[src/rtl/pipe_ctrl_pkg.sv]
// Shared definitions for the pipeline sequencer: FSM states, register-address width,
// the canonical NOP encoding and the counter-width helper.
package pipe_ctrl_pkg;

  localparam int REG_ADDR_W = 5;

  // ADDI x0, x0, 0
  localparam logic [31:0] NOP_INSTR = 32'h0000_0013;

  typedef enum logic [1:0] {
    RUN,
    FLUSH,
    LU_STALL,
    MEM_WAIT
  } pipe_ctrl_state_e;

  function automatic int cnt_width(input int unsigned max_val);
    return (max_val < 2) ? 1 : $clog2(max_val + 1);
  endfunction

endpackage

[src/rtl/pipe_ctrl_if.sv]
// Stage-facing bundle of the pipeline sequencer: exec/decode/dmem status in, PC redirect
// and stall/flush/bubble controls out. master = pipeline stages, slave = pipe_ctrl.
interface pipe_ctrl_if;
  import pipe_ctrl_pkg::*;

  logic                  ex_valid;
  logic [31:0]           ex_pc;
  logic                  ex_jump;
  logic                  ex_branch;
  logic                  ex_fence_i;
  logic [31:0]           ex_target;
  logic                  ex_is_load;
  logic [REG_ADDR_W-1:0] ex_rd;
  logic                  id_valid;
  logic [REG_ADDR_W-1:0] id_rs1;
  logic [REG_ADDR_W-1:0] id_rs2;
  logic                  id_use_rs1;
  logic                  id_use_rs2;
  logic                  dmem_req;
  logic                  dmem_ready;

  logic                  pc_redirect;
  logic [31:0]           pc_target;
  logic                  stall_if;
  logic                  stall_id;
  logic                  stall_ex;
  logic                  flush_id;
  logic                  bubble_ex;
  logic                  mem_err;

  modport master (
    output ex_valid, ex_pc, ex_jump, ex_branch, ex_fence_i, ex_target, ex_is_load, ex_rd,
           id_valid, id_rs1, id_rs2, id_use_rs1, id_use_rs2, dmem_req, dmem_ready,
    input  pc_redirect, pc_target, stall_if, stall_id, stall_ex, flush_id, bubble_ex, mem_err
  );

  modport slave (
    input  ex_valid, ex_pc, ex_jump, ex_branch, ex_fence_i, ex_target, ex_is_load, ex_rd,
           id_valid, id_rs1, id_rs2, id_use_rs1, id_use_rs2, dmem_req, dmem_ready,
    output pc_redirect, pc_target, stall_if, stall_id, stall_ex, flush_id, bubble_ex, mem_err
  );

endinterface

[src/rtl/pipe_ctrl_load_use_detect.sv]
// Combinational load-use hazard detector: a load in exec whose destination is read by the
// instruction currently in decode.
module pipe_ctrl_load_use_detect
  import pipe_ctrl_pkg::*;
(
  input  logic                  ex_valid,
  input  logic                  ex_is_load,
  input  logic [REG_ADDR_W-1:0] ex_rd,
  input  logic                  id_valid,
  input  logic [REG_ADDR_W-1:0] id_rs1,
  input  logic [REG_ADDR_W-1:0] id_rs2,
  input  logic                  id_use_rs1,
  input  logic                  id_use_rs2,
  output logic                  hit
);

  logic rs1_match;
  logic rs2_match;

  assign rs1_match = id_use_rs1 && (id_rs1 == ex_rd);
  assign rs2_match = id_use_rs2 && (id_rs2 == ex_rd);

  // x0 is hard-wired to zero, so a load targeting it never feeds a later reader.
  assign hit = ex_valid && ex_is_load && (ex_rd != '0) && id_valid && (rs1_match || rs2_match);

endmodule

[src/rtl/pipe_ctrl.sv]
// Pipeline sequencer: sole owner of PC redirect, stall, flush and bubble decisions.
// Optional PIPE_CTRL_PERF_EN adds perf_stall_cnt / perf_flush_cnt event counters.
module pipe_ctrl
  import pipe_ctrl_pkg::*;
#(
  parameter int unsigned FLUSH_CYCLES = 2,
  parameter int unsigned LU_CYCLES    = 1,
  parameter int unsigned MEM_TIMEOUT  = 255
) (
  input  logic        clk,
  input  logic        rst_n,
  pipe_ctrl_if.slave  bus
`ifdef PIPE_CTRL_PERF_EN
  ,
  output logic [31:0] perf_stall_cnt,
  output logic [31:0] perf_flush_cnt
`endif
);

  localparam int FW = cnt_width(FLUSH_CYCLES);
  localparam int LW = cnt_width(LU_CYCLES);
  localparam int TW = cnt_width(MEM_TIMEOUT);

  localparam logic [FW-1:0] FL_LOAD   = FW'(FLUSH_CYCLES - 1);
  localparam logic [LW-1:0] LU_LOAD   = LW'(LU_CYCLES - 1);
  localparam logic [TW-1:0] TMO_MATCH = TW'(MEM_TIMEOUT);

  pipe_ctrl_state_e state;
  logic [FW-1:0]    fl_cnt;
  logic [LW-1:0]    lu_cnt;
  logic [TW-1:0]    tmo_cnt;
  logic             mem_err_q;

  logic mem_miss;
  logic redirect_req;
  logic lu_hit;
  logic [31:0] target_raw;

  logic pc_redirect_c;
  logic stall_if_c;
  logic stall_id_c;
  logic stall_ex_c;
  logic flush_id_c;
  logic bubble_ex_c;

  pipe_ctrl_load_use_detect u_load_use_detect (
    .ex_valid   (bus.ex_valid),
    .ex_is_load (bus.ex_is_load),
    .ex_rd      (bus.ex_rd),
    .id_valid   (bus.id_valid),
    .id_rs1     (bus.id_rs1),
    .id_rs2     (bus.id_rs2),
    .id_use_rs1 (bus.id_use_rs1),
    .id_use_rs2 (bus.id_use_rs2),
    .hit        (lu_hit)
  );

  assign mem_miss     = bus.ex_valid && bus.dmem_req && !bus.dmem_ready;
  assign redirect_req = bus.ex_valid && (bus.ex_jump || bus.ex_branch || bus.ex_fence_i);
  assign target_raw   = bus.ex_fence_i ? (bus.ex_pc + 32'd4) : bus.ex_target;

  always_comb begin
    // NOTE: every output gets a default before the case, so no path can infer a latch.
    pc_redirect_c = 1'b0;
    stall_if_c    = 1'b0;
    stall_id_c    = 1'b0;
    stall_ex_c    = 1'b0;
    flush_id_c    = 1'b0;
    bubble_ex_c   = 1'b0;
    unique case (state)
      RUN: begin
        if (mem_miss) begin
          stall_if_c = 1'b1;
          stall_id_c = 1'b1;
          stall_ex_c = 1'b1;
        end else if (redirect_req) begin
          // A redirect flushes decode, which also removes any load-use consumer there.
          pc_redirect_c = 1'b1;
          flush_id_c    = 1'b1;
          bubble_ex_c   = 1'b1;
        end else if (lu_hit) begin
          stall_if_c  = 1'b1;
          stall_id_c  = 1'b1;
          bubble_ex_c = 1'b1;
        end
      end
      FLUSH: begin
        flush_id_c  = 1'b1;
        bubble_ex_c = 1'b1;
      end
      LU_STALL: begin
        stall_if_c  = 1'b1;
        stall_id_c  = 1'b1;
        bubble_ex_c = 1'b1;
      end
      MEM_WAIT: begin
        stall_if_c = !bus.dmem_ready;
        stall_id_c = !bus.dmem_ready;
        stall_ex_c = !bus.dmem_ready;
      end
    endcase
  end

  // Outputs are Mealy, so they are forced low combinationally while reset is held.
  assign bus.pc_redirect = rst_n && pc_redirect_c;
  assign bus.pc_target   = (rst_n && pc_redirect_c) ? (target_raw & 32'hFFFF_FFFE) : '0;
  assign bus.stall_if    = rst_n && stall_if_c;
  assign bus.stall_id    = rst_n && stall_id_c;
  assign bus.stall_ex    = rst_n && stall_ex_c;
  assign bus.flush_id    = rst_n && flush_id_c;
  assign bus.bubble_ex   = rst_n && bubble_ex_c;
  assign bus.mem_err     = mem_err_q;

  // NOTE: sequential state uses non-blocking assignments so every register samples pre-edge values.
  always_ff @(posedge clk or negedge rst_n) begin
    if (!rst_n) begin
      state     <= RUN;
      fl_cnt    <= '0;
      lu_cnt    <= '0;
      tmo_cnt   <= '0;
      mem_err_q <= 1'b0;
    end else begin
      unique case (state)
        RUN: begin
          if (mem_miss) begin
            state   <= MEM_WAIT;
            tmo_cnt <= TW'(1);
          end else if (redirect_req) begin
            if (FLUSH_CYCLES > 1) begin
              state  <= FLUSH;
              fl_cnt <= FL_LOAD;
            end
          end else if (lu_hit) begin
            if (LU_CYCLES > 1) begin
              state  <= LU_STALL;
              lu_cnt <= LU_LOAD;
            end
          end
        end
        FLUSH: begin
          fl_cnt <= fl_cnt - FW'(1);
          if (fl_cnt == FW'(1)) state <= RUN;
        end
        LU_STALL: begin
          lu_cnt <= lu_cnt - LW'(1);
          if (lu_cnt == LW'(1)) state <= RUN;
        end
        MEM_WAIT: begin
          if (tmo_cnt != '1) tmo_cnt <= tmo_cnt + TW'(1);
          if ((MEM_TIMEOUT != 0) && (tmo_cnt == TMO_MATCH)) mem_err_q <= 1'b1;
          // The waiting instruction advances on this edge; its redirect/hazard is seen in RUN.
          if (bus.dmem_ready) state <= RUN;
        end
      endcase
    end
  end

`ifdef PIPE_CTRL_PERF_EN
  always_ff @(posedge clk or negedge rst_n) begin
    if (!rst_n) begin
      perf_stall_cnt <= '0;
      perf_flush_cnt <= '0;
    end else begin
      if (stall_if_c)    perf_stall_cnt <= perf_stall_cnt + 32'd1;
      if (pc_redirect_c) perf_flush_cnt <= perf_flush_cnt + 32'd1;
    end
  end
`endif

endmodule

[src/flat_wrapper.sv]
// flat-port wrapper written by rule: the top's interface ports become plain ports
module pipe_ctrl_flat import pipe_ctrl_pkg::*;
#(
  parameter int unsigned FLUSH_CYCLES = 2,
  parameter int unsigned LU_CYCLES    = 1,
  parameter int unsigned MEM_TIMEOUT  = 255
)
  (clk, rst_n, bus_ex_valid, bus_ex_pc, bus_ex_jump, bus_ex_branch, bus_ex_fence_i, bus_ex_target, bus_ex_is_load, bus_ex_rd, bus_id_valid, bus_id_rs1, bus_id_rs2, bus_id_use_rs1, bus_id_use_rs2, bus_dmem_req, bus_dmem_ready, bus_pc_redirect, bus_pc_target, bus_stall_if, bus_stall_id, bus_stall_ex, bus_flush_id, bus_bubble_ex, bus_mem_err);
  pipe_ctrl_if bus_i ();
  input  logic clk;
  input  logic rst_n;
  input wire logic [$bits(bus_i.ex_valid)-1:0] bus_ex_valid;
  input wire logic [$bits(bus_i.ex_pc)-1:0] bus_ex_pc;
  input wire logic [$bits(bus_i.ex_jump)-1:0] bus_ex_jump;
  input wire logic [$bits(bus_i.ex_branch)-1:0] bus_ex_branch;
  input wire logic [$bits(bus_i.ex_fence_i)-1:0] bus_ex_fence_i;
  input wire logic [$bits(bus_i.ex_target)-1:0] bus_ex_target;
  input wire logic [$bits(bus_i.ex_is_load)-1:0] bus_ex_is_load;
  input wire logic [$bits(bus_i.ex_rd)-1:0] bus_ex_rd;
  input wire logic [$bits(bus_i.id_valid)-1:0] bus_id_valid;
  input wire logic [$bits(bus_i.id_rs1)-1:0] bus_id_rs1;
  input wire logic [$bits(bus_i.id_rs2)-1:0] bus_id_rs2;
  input wire logic [$bits(bus_i.id_use_rs1)-1:0] bus_id_use_rs1;
  input wire logic [$bits(bus_i.id_use_rs2)-1:0] bus_id_use_rs2;
  input wire logic [$bits(bus_i.dmem_req)-1:0] bus_dmem_req;
  input wire logic [$bits(bus_i.dmem_ready)-1:0] bus_dmem_ready;
  output wire logic [$bits(bus_i.pc_redirect)-1:0] bus_pc_redirect;
  output wire logic [$bits(bus_i.pc_target)-1:0] bus_pc_target;
  output wire logic [$bits(bus_i.stall_if)-1:0] bus_stall_if;
  output wire logic [$bits(bus_i.stall_id)-1:0] bus_stall_id;
  output wire logic [$bits(bus_i.stall_ex)-1:0] bus_stall_ex;
  output wire logic [$bits(bus_i.flush_id)-1:0] bus_flush_id;
  output wire logic [$bits(bus_i.bubble_ex)-1:0] bus_bubble_ex;
  output wire logic [$bits(bus_i.mem_err)-1:0] bus_mem_err;
  assign bus_i.ex_valid = bus_ex_valid;
  assign bus_i.ex_pc = bus_ex_pc;
  assign bus_i.ex_jump = bus_ex_jump;
  assign bus_i.ex_branch = bus_ex_branch;
  assign bus_i.ex_fence_i = bus_ex_fence_i;
  assign bus_i.ex_target = bus_ex_target;
  assign bus_i.ex_is_load = bus_ex_is_load;
  assign bus_i.ex_rd = bus_ex_rd;
  assign bus_i.id_valid = bus_id_valid;
  assign bus_i.id_rs1 = bus_id_rs1;
  assign bus_i.id_rs2 = bus_id_rs2;
  assign bus_i.id_use_rs1 = bus_id_use_rs1;
  assign bus_i.id_use_rs2 = bus_id_use_rs2;
  assign bus_i.dmem_req = bus_dmem_req;
  assign bus_i.dmem_ready = bus_dmem_ready;
  assign bus_pc_redirect = bus_i.pc_redirect;
  assign bus_pc_target = bus_i.pc_target;
  assign bus_stall_if = bus_i.stall_if;
  assign bus_stall_id = bus_i.stall_id;
  assign bus_stall_ex = bus_i.stall_ex;
  assign bus_flush_id = bus_i.flush_id;
  assign bus_bubble_ex = bus_i.bubble_ex;
  assign bus_mem_err = bus_i.mem_err;
  pipe_ctrl #(.FLUSH_CYCLES(FLUSH_CYCLES), .LU_CYCLES(LU_CYCLES), .MEM_TIMEOUT(MEM_TIMEOUT)) u_core (.clk(clk), .rst_n(rst_n), .bus(bus_i));
endmodule
[config.mk]
export PLATFORM = sky130hd
export DESIGN_NAME = pipe_ctrl_flat
export DESIGN_NICKNAME = d
export VERILOG_FILES = /design/src/rtl/pipe_ctrl_pkg.sv /design/src/rtl/pipe_ctrl_if.sv /design/src/rtl/pipe_ctrl_load_use_detect.sv /design/src/rtl/pipe_ctrl.sv /design/src/flat_wrapper.sv
export SDC_FILE = /design/constraint.sdc
export NUM_CORES = 1
export LEC_CHECK = 0
export ABC_AREA = 0
export BUFFER_PORTS_ARGS = -buffer_cell sky130_fd_sc_hd__buf_2
export CORE_ASPECT_RATIO = 1.4
export CORE_MARGIN = 8
export CORE_UTILIZATION = 44
export CTS_CLUSTER_DIAMETER = 100
export DETAILED_ROUTE_END_ITERATION = 8
export GPL_ROUTABILITY_DRIVEN = 0
export HOLD_SLACK_MARGIN = 0.05
export PLACE_DENSITY = 0.82
export SLEW_MARGIN = 10
export SYNTH_ARGS = -nofsm -noshare
export SYNTH_HDL_FRONTEND = slang
export SYNTH_SLANG_ARGS = --single-unit
[constraint.sdc]
create_clock -name clk -period 2.8 [get_ports clk]
set_clock_uncertainty 0.2 [all_clocks]
set_input_delay 0.56 -clock clk [delete_from_list [all_inputs] [get_ports clk]]
set_output_delay 0.56 -clock clk [all_outputs]
set_load 0.03 [all_outputs]
Yosys cells after proc, flatten, opt, wreduce, memory -nomap -nowiden:

Cells that the tools add are included.

* input bits: 91
* output and inout bits: 39
* bits in registers: 14

* muxes and demuxes: 26
* equality and inequality tests: 16
* reduce and logical (&&, ||, !) cells: 27
* add/subtract/negate cells: 4

Operators by type and width (number)
* $mux 32: 2
* $add 32x3->32 const B: 1
* $mux 8: 2
* $pmux 8 s2: 1
* $logic_and 1x1->1: 14
* $mux 2: 6
* $eq 5x5->1: 2
* $ne 2x1->1 const B: 5
* $mux 1: 9
* $add 8x1->8 const B: 1
* $eq 8x8->1 const B: 1
* $ne 8x8->1 const B: 1
* $pmux 2 s4: 1
* $pmux 1 s2: 3
* $reduce_and 3->1: 2
* $reduce_bool 5->1: 1
* $eq 2x1->1 const B: 2
* $eq 2x2->1 const B: 2
* $ne 2x2->1 const B: 2
* $pmux 2 s2: 1
* $reduce_and 4->1: 1
* $reduce_bool 2->1: 2
* $logic_or 1x1->1: 3
* $ne 3x1->1 const B: 1
* 7 further kinds: 7

Depth between registers and ports, before layout:

Gate-level depths: netlist of the first run.

* depth in word-level cells: 9
* mapped depth: 8
* mapped depth without buffers: 7

Cells and area by module:

A second synthesis of the first run with hierarchy kept.

* cells, all modules: 278
* area total of the unflattened synthesis: 1969.4 sq um

Modules (own cells, without submodules)
* pipe_ctrl: cells an instance 261, instances 1, area an instance 1838.0 sq um
* pipe_ctrl_load_use_detect: cells an instance 17, instances 1, area an instance 131.4 sq um

Least setup slack after synthesis of the first run:

OpenSTA, ideal clock, no wires.

* path type: input -> output
* start: input bus_ex_fence_i
* end: output bus_stall_if
* path buffers: 2
* slack: -0.317 ns
* arrival time: 2.357 ns
* stages on the path: 6
* path through: clkbuf_1 > or3_1 > nand2_1 > nand3_1 > o31ai_1 > buf_4

* word-level cells in the longest chain between the ends: 6

RTL lines
* start: declaration: line flat_wrapper.sv:16 `input wire logic [$bits(bus_i.ex_fence_i)-1:0] bus_ex_fence_i;`
* $logic_or 1x1->1: line pipe_ctrl.sv:59 `assign redirect_req = bus.ex_valid && (bus.ex_jump || bus.ex_branch || bus.ex_fence_i);`
* $logic_and 1x1->1: line pipe_ctrl.sv:59
* $mux 1 (2 in series)
* $pmux 1 s3
* $logic_and 1x1->1
* end: declaration: line flat_wrapper.sv:29 `output wire logic [$bits(bus_i.stall_if)-1:0] bus_stall_if;`

No other way between the ends.

Final worst setup path of the first run:

* start: input bus_ex_pc[7]
* end: output bus_pc_target[23]

* word-level cells in the longest chain between the ends: 3

RTL lines
* start: declaration: line flat_wrapper.sv:13 `input wire logic [$bits(bus_i.ex_pc)-1:0] bus_ex_pc;`
* $add 32x3->32: line pipe_ctrl.sv:60 `assign target_raw = bus.ex_fence_i ? (bus.ex_pc + 32'd4) : bus.ex_target;`
* $mux 32: line pipe_ctrl.sv:60
* $mux 32: line pipe_ctrl.sv:106 `assign bus.pc_target = (rst_n && pc_redirect_c) ? (target_raw & 32'hFFFF_FFFE) : '0;`
* end: declaration: line flat_wrapper.sv:28 `output wire logic [$bits(bus_i.pc_target)-1:0] bus_pc_target;`

No other way between the ends.

==> metrics.yaml, run 1 <==
status: "complete, but fails checks"
violations: "setup timing"
synth_xor_area_frac: 0.1753
layout-drive-gt1-share: 0.4734
worst_r2r_endpoint: "u_core.tmo_cnt[3]$_DFFE_PN0P_"
timing.final.hold_violations: 0
io_buffers: 126
crit_required_ns: 2.04
io_pins: 130
layout_commonest_cell: "buf_2"
grt_pass1_wl_um: 11580
synth-seq-cells: 14
min_path_type: "in -> async"
ys_types: 45
maxCapViolations: 0
syn_inst: 286
h-tree-depth: 1
cp_max_fo: 8
synth_fa_ha_area_frac: 0.04770
cts_sinks: 14
fin_nets: 533
antenna_found_initial: 0
syn2layout_area_growth_pct: 55.93
synth.area.mux_share: 0.01431
routed_wirelength_um: 7737
path_cells: "buf_2 > and4_4 > nand4_4 > buf_4 > nor3_4 > xnor2_1 > a211oi_1 > buf_4"
antenna_cells: 0
fmax_mhz: 352.8
core_area_um2: 4572
numCtsBuffers: 3
ctsHoldBuffers: 0
path_common_cell: "buf_4"
synth_simple_gate_area_frac: 0.3381
die_area_um2: 7266
root_buffer: "clkbuf_8"
row_count: 29
max-clock-path-buffers: 2
crit_buf_inv: 3
grt_max_degree: 61
ys_warn_count: 0
postSynth.asyncResetShare: 1.000
dpl.hpwl_um: 6032
netlist_area_um2: 2098
cp_top_family: "simple AND/OR/NAND/NOR gates"
cp-end-kind: "output pin"
synth_nets: 385
rsz0062_at_grt: "true"
final_cell_mix: "105 x buf_2, 51 x buf_4, 41 x nor2_1"
nFillCells: 368
grt_pass1_vias: 2798
drtPass1Iterations: 4
crit_type: "in -> out"
clock_latency_ns: 0.25
post-route-min-period_ns: 2.835
post_synth.cell_area_avg_um2: 7.337
via_count: 2667
viasPerCell: 5.388
die_y_um: 97.71
clkSlewWorstSetupHoldPaths_ns: 0.06
postRouteAntennaNets: 0
r2r_slack_ns: 0.60
start_kind: "primary input"
final_cells: 495
dp_cells: 488
setup_viol: 4
synth_edf_count: 0
setup_tns_ns: -0.06137
drtIter0Drc: 112
ir_drop_mv: 0.1646
power.density_nw_per_um2: 399.9
track_usage: 0.1920
die_w_um: 74.37
fin_util: 0.7157
holdWs_ns: 0.04832
reg2reg_from: "u_core.state[0]$_DFFE_PN0P_"
ys.flop_type: "dfrtp_1"
leakagePower_nw: 1.569
wl_per_cell_um: 15.63
seq_area_um2: 350.3
start_util: 0.4589
ys_seq_area_frac: 0.1670
grt.overflow.total: 0
cp_slowest_cell: "and4_4"
multi_input_area_um2: 1788
finalWorstSetupSlack_ns: -0.03474
slowest_delay_ns: 0.25
synth-compound-area-share: 0.1974
arrival_ns: 2.07
reg2reg_depth: 6
finalCritPeriodShare: 1.012
synth_top_family_by_area: "simple AND/OR/NAND/NOR gates"
tritoncts: "done"
slew_viol_final: 0
drc: 0
[stage by stage]
step	power (mW)	instance area, µm²	setup slack (ns)
floorplan	0.7910	2143	-0.2643
global placement	1.037	3024	-0.005617
detailed placement	1.062	3024	-0.03796
CTS	1.275	3153	0.002682
global route	1.400	3272	-0.1106
finish	1.308	3272	-0.03474
[where the power goes]
part	internal [mW]	switching [mW]
clock network	0.125	0.0713
logic	0.326	0.502
registers	0.246	0.0395
total	0.696	0.612
[sequential cells by signal, summed over array words and instances (netlist names)]
signal,count
u_core.bus.mem_err,1
u_core.fl_cnt,2
u_core.lu_cnt,1
u_core.state,2
u_core.tmo_cnt,8
[layout make-up]
| type | count | area share |
|---|---|---|
| well taps | 62 | 0.02371 |
| inverters | 12 | 0.01377 |
| repair buffers | 159 | 0.2922 |
| flip-flops and latches | 14 | 0.1071 |
| multi-input cells | 244 | 0.5465 |
| clock buffers | 4 | 0.01683 |
[cells in the mapped netlist (4+ instances only)]
master / n / area, µm²
nor2_1: 41 / 153.9
nand2_1: 25 / 93.84
a211oi_1: 24 / 180.2
xnor2_1: 23 / 201.4
xor2_1: 19 / 166.4
dfrtp_1: 14 / 350.3
nand3_1: 14 / 70.07
o21ai_0: 13 / 65.06
inv_1: 12 / 45.04
clkbuf_1: 11 / 41.29
nor3_1: 9 / 45.04
and3_1: 8 / 50.05
ha_1: 8 / 100.1
nand4_1: 7 / 43.79
and2_1: 6 / 37.54
nor4_1: 6 / 37.54
o31ai_1: 5 / 37.54
a211oi_2: 4 / 50.05
[logic make-up (layout without fill, tap and decap cells)]
kind of cell / Yosys count / count (layout)
other: 1 / 1
adders and majority gates: 8 / 8
and+or+nand+nor: 134 / 134
xor gates and xnor gates: 42 / 42
AOI/OAI and AO/OA: 56 / 56
DFF: 14 / 14
buffers and inverters: 28 / 175
muxes: 3 / 3
[timing repair]
action / 4_1_cts / 5_1_grt
resized for setup: 22 / 27
pin swaps: 1 / 4
buffers inserted: 0 / 3
endpoints found under the hold margin: 0 / 0
setup endpoints to repair: 31 / 29
[worst max path at each step]
stage / slack [ns] / cells past startpoint / startpoint / to
after detailed placement: -0.04 / 8 / bus_ex_pc[7] / bus_pc_target[23]
final: -0.03 / 8 / bus_ex_pc[7] / bus_pc_target[23]
after global placement: -0.006 / 8 / bus_ex_pc[8] / bus_pc_target[23]
after global routing: -0.11 / 8 / bus_ex_pc[7] / bus_pc_target[30]
after floorplan: -0.26 / 8 / u_core.state[0]$_DFFE_PN0P_ / bus_pc_target[25]
after CTS: 0.003 / 7 / bus_ex_pc[7] / bus_pc_target[25]
[metal layers]
metal,GRT usage,share of wire
met5,0,0
met4,0.05909,0.015
met3,0.05579,0.075
met2,0.3704,0.54
met1,0.1803,0.37
Power figures use the tool's default switching activity.
==> inputs of run 2 (changes only) <==
--- a/config.mk
+++ b/config.mk
@@ -9,12 +9,12 @@
 export BUFFER_PORTS_ARGS = -buffer_cell sky130_fd_sc_hd__buf_2
 export CORE_ASPECT_RATIO = 1.4
 export CORE_MARGIN = 8
-export CORE_UTILIZATION = 44
+export CORE_UTILIZATION = 35
 export CTS_CLUSTER_DIAMETER = 100
 export DETAILED_ROUTE_END_ITERATION = 8
 export GPL_ROUTABILITY_DRIVEN = 0
 export HOLD_SLACK_MARGIN = 0.05
-export PLACE_DENSITY = 0.82
+export PLACE_DENSITY = 0.68
 export SLEW_MARGIN = 10
 export SYNTH_ARGS = -nofsm -noshare
 export SYNTH_HDL_FRONTEND = slang
==> metrics.yaml, run 2 (synthesis gave the netlist of run 1 again) <==
combPwrFrac: 0.645
routed_wirelength_um: 7532
cp-end-kind: "output pin"
cp_slowest_cell: "and4_1"
antenna_found_initial: 0
root_buffer: "clkbuf_8"
setup_tns_ns: 0
dp_cells: 495
crit_type: "in -> out"
maxCapViolations: 0
wl_per_cell_um: 15.12
largest_reg_flops: 8
arrival_ns: 1.98
die_area_um2: 8764
leakagePower_nw: 1.556
start_util: 0.3604
crit_required_ns: 2.04
antenna_cells: 0
fmax_mhz: 365.2
numCtsBuffers: 3
ir_drop_mv: 0.1706
viasPerCell: 5.217
start_kind: "primary input"
min_path_type: "in -> async"
clkSlewWorstSetupHoldPaths_ns: 0.06
layout_commonest_cell: "buf_2"
crit_buf_inv: 3
power_switching_uw: 599.1
holdWs_ns: 0.04626
max-clock-path-buffers: 2
slew_viol_final: 0
syn2layout_area_growth_pct: 55.75
reg.largest.list: "u_core.tmo_cnt x8, u_core.fl_cnt x2, u_core.state x2"
grt_pass1_wl_um: 11880
drtIter0Drc: 43
pwr-share-seq: 0.224
grt.overflow.total: 0
layout-drive-gt1-share: 0.4696
io_buffers: 126
ctsHoldBuffers: 0
cp_top_family: "simple AND/OR/NAND/NOR gates"
power.density_nw_per_um2: 384.8
track_usage: 0.1657
swShare: 0.4764
grt_pass1_vias: 2738
tritoncts: "done"
core_area_um2: 5822
rsz0062_at_grt: "true"
total_power_mw: 1.257
clkPwrFrac: 0.130
cp_max_fo: 5
post-route-min-period_ns: 2.738
postRouteAntennaNets: 0
clock_latency_ns: 0.25
dpl.hpwl_um: 6384
finalCritPeriodShare: 0.9778
fin_nets: 529
die_w_um: 81.44
cts_sinks: 14
drc: 0
slowest_delay_ns: 0.27
die_y_um: 107.6
final_cell_mix: "106 x buf_2, 44 x buf_4, 40 x nor2_1"
via_count: 2598
reg2reg_from: "u_core.state[0]$_DFFE_PN0P_"
io_pins: 130
h-tree-depth: 1
status: "completed"
grt_max_degree: 61
timing.final.hold_violations: 0
drtPass1Iterations: 4
intPower_uw: 658.4
setup_viol: 0
final_cells: 498
crit_start: "bus_ex_pc[24]"
path_common_cell: "buf_4"
row_count: 33
path_cells: "buf_2 > and4_1 > nand3_4 > buf_4 > nor4_4 > xnor2_1 > a211oi_2 > buf_4"
top_register: "u_core.tmo_cnt"
==> run 2: changes by cell type in the layout (fill, tap and decap cells not counted), moves of 2 or more <==
cell	change
buf_6	+2
a211oi_1	+2
a211oi_2	-2
buf_4	-7
==> run 2: final timing paths <==
check	endpoint	slack [ns]	cells after the start
setup / recovery	bus_pc_target[30]	0.06	8
hold / removal	u_core.tmo_cnt[4]$_DFFE_PN0P_	0.05	2
setup reg to reg	u_core.tmo_cnt[3]$_DFFE_PN0P_	0.62	6
hold reg to reg	u_core.bus.mem_err$_DFFE_PN0P_	0.26	1
max in group asynchronous	u_core.state[0]$_DFFE_PN0P_	2.18	2
min in group clk	u_core.bus.mem_err$_DFFE_PN0P_	0.26	1
==> run 2: metal layers <==
layer | track usage | part of all wire | wire length (µm) | vias to the layer above
met3 | 0.03846 | 0.075 | 568 | 18
li1 | - | - | - | 1308
met2 | 0.3109 | 0.53 | 3984 | 104
met1 | 0.1635 | 0.36 | 2727 | 1168
met4 | 0.07436 | 0.033 | 252 | 0
met5 | 0 | 0 | 0 | -
==> run 2: worst reg2reg max path: cells and delay by family (launching register included) <==
kind / cells / cell delay (ns)
simple gates: 4 / 1.01
fa+ha+maj: 1 / 0.35
compound gates: 1 / 0.15
flops: 1 / 0.40
==> run 2: area by class of cell <==
| type | instances | area (µm²) |
|---|---|---|
| sequential | 14 | 350.3 |
| timing repair buffer | 155 | 943.4 |
| clock buffer | 3 | 41.29 |
| inverter | 12 | 45.04 |
| multi-input combinational | 244 | 1800 |
| fill | 561 | 2554 |
| tap | 70 | 87.58 |
==> run 2: power groups by stage <==
stage               combinational [mW]  sequential (mW)  clock (mW)
floorplan                        0.513            0.278           0
global placement                 0.764            0.283           0
detailed placement               0.784            0.285           0
CTS                              0.799            0.282       0.169
global route                     0.896            0.291       0.174
finish                           0.811            0.282       0.164
==> run 2: metrics by stage <==
stage               worst slack (ns)    util  area, µm²
floorplan                    -0.2643       -       2143
global placement            -0.01769  0.5220       3039
detailed placement          -0.03237  0.5220       3039
CTS                        0.0004794  0.5371       3127
global route                -0.02752  0.5614       3268
finish                       0.06213  0.5614       3268
==> run 2: timing repair <==
action                     CTS  global route
buffers inserted             0             0
pin swaps                    1            14
resized for setup           15            38
cloned                       0             0
setup endpoints to repair   25            31
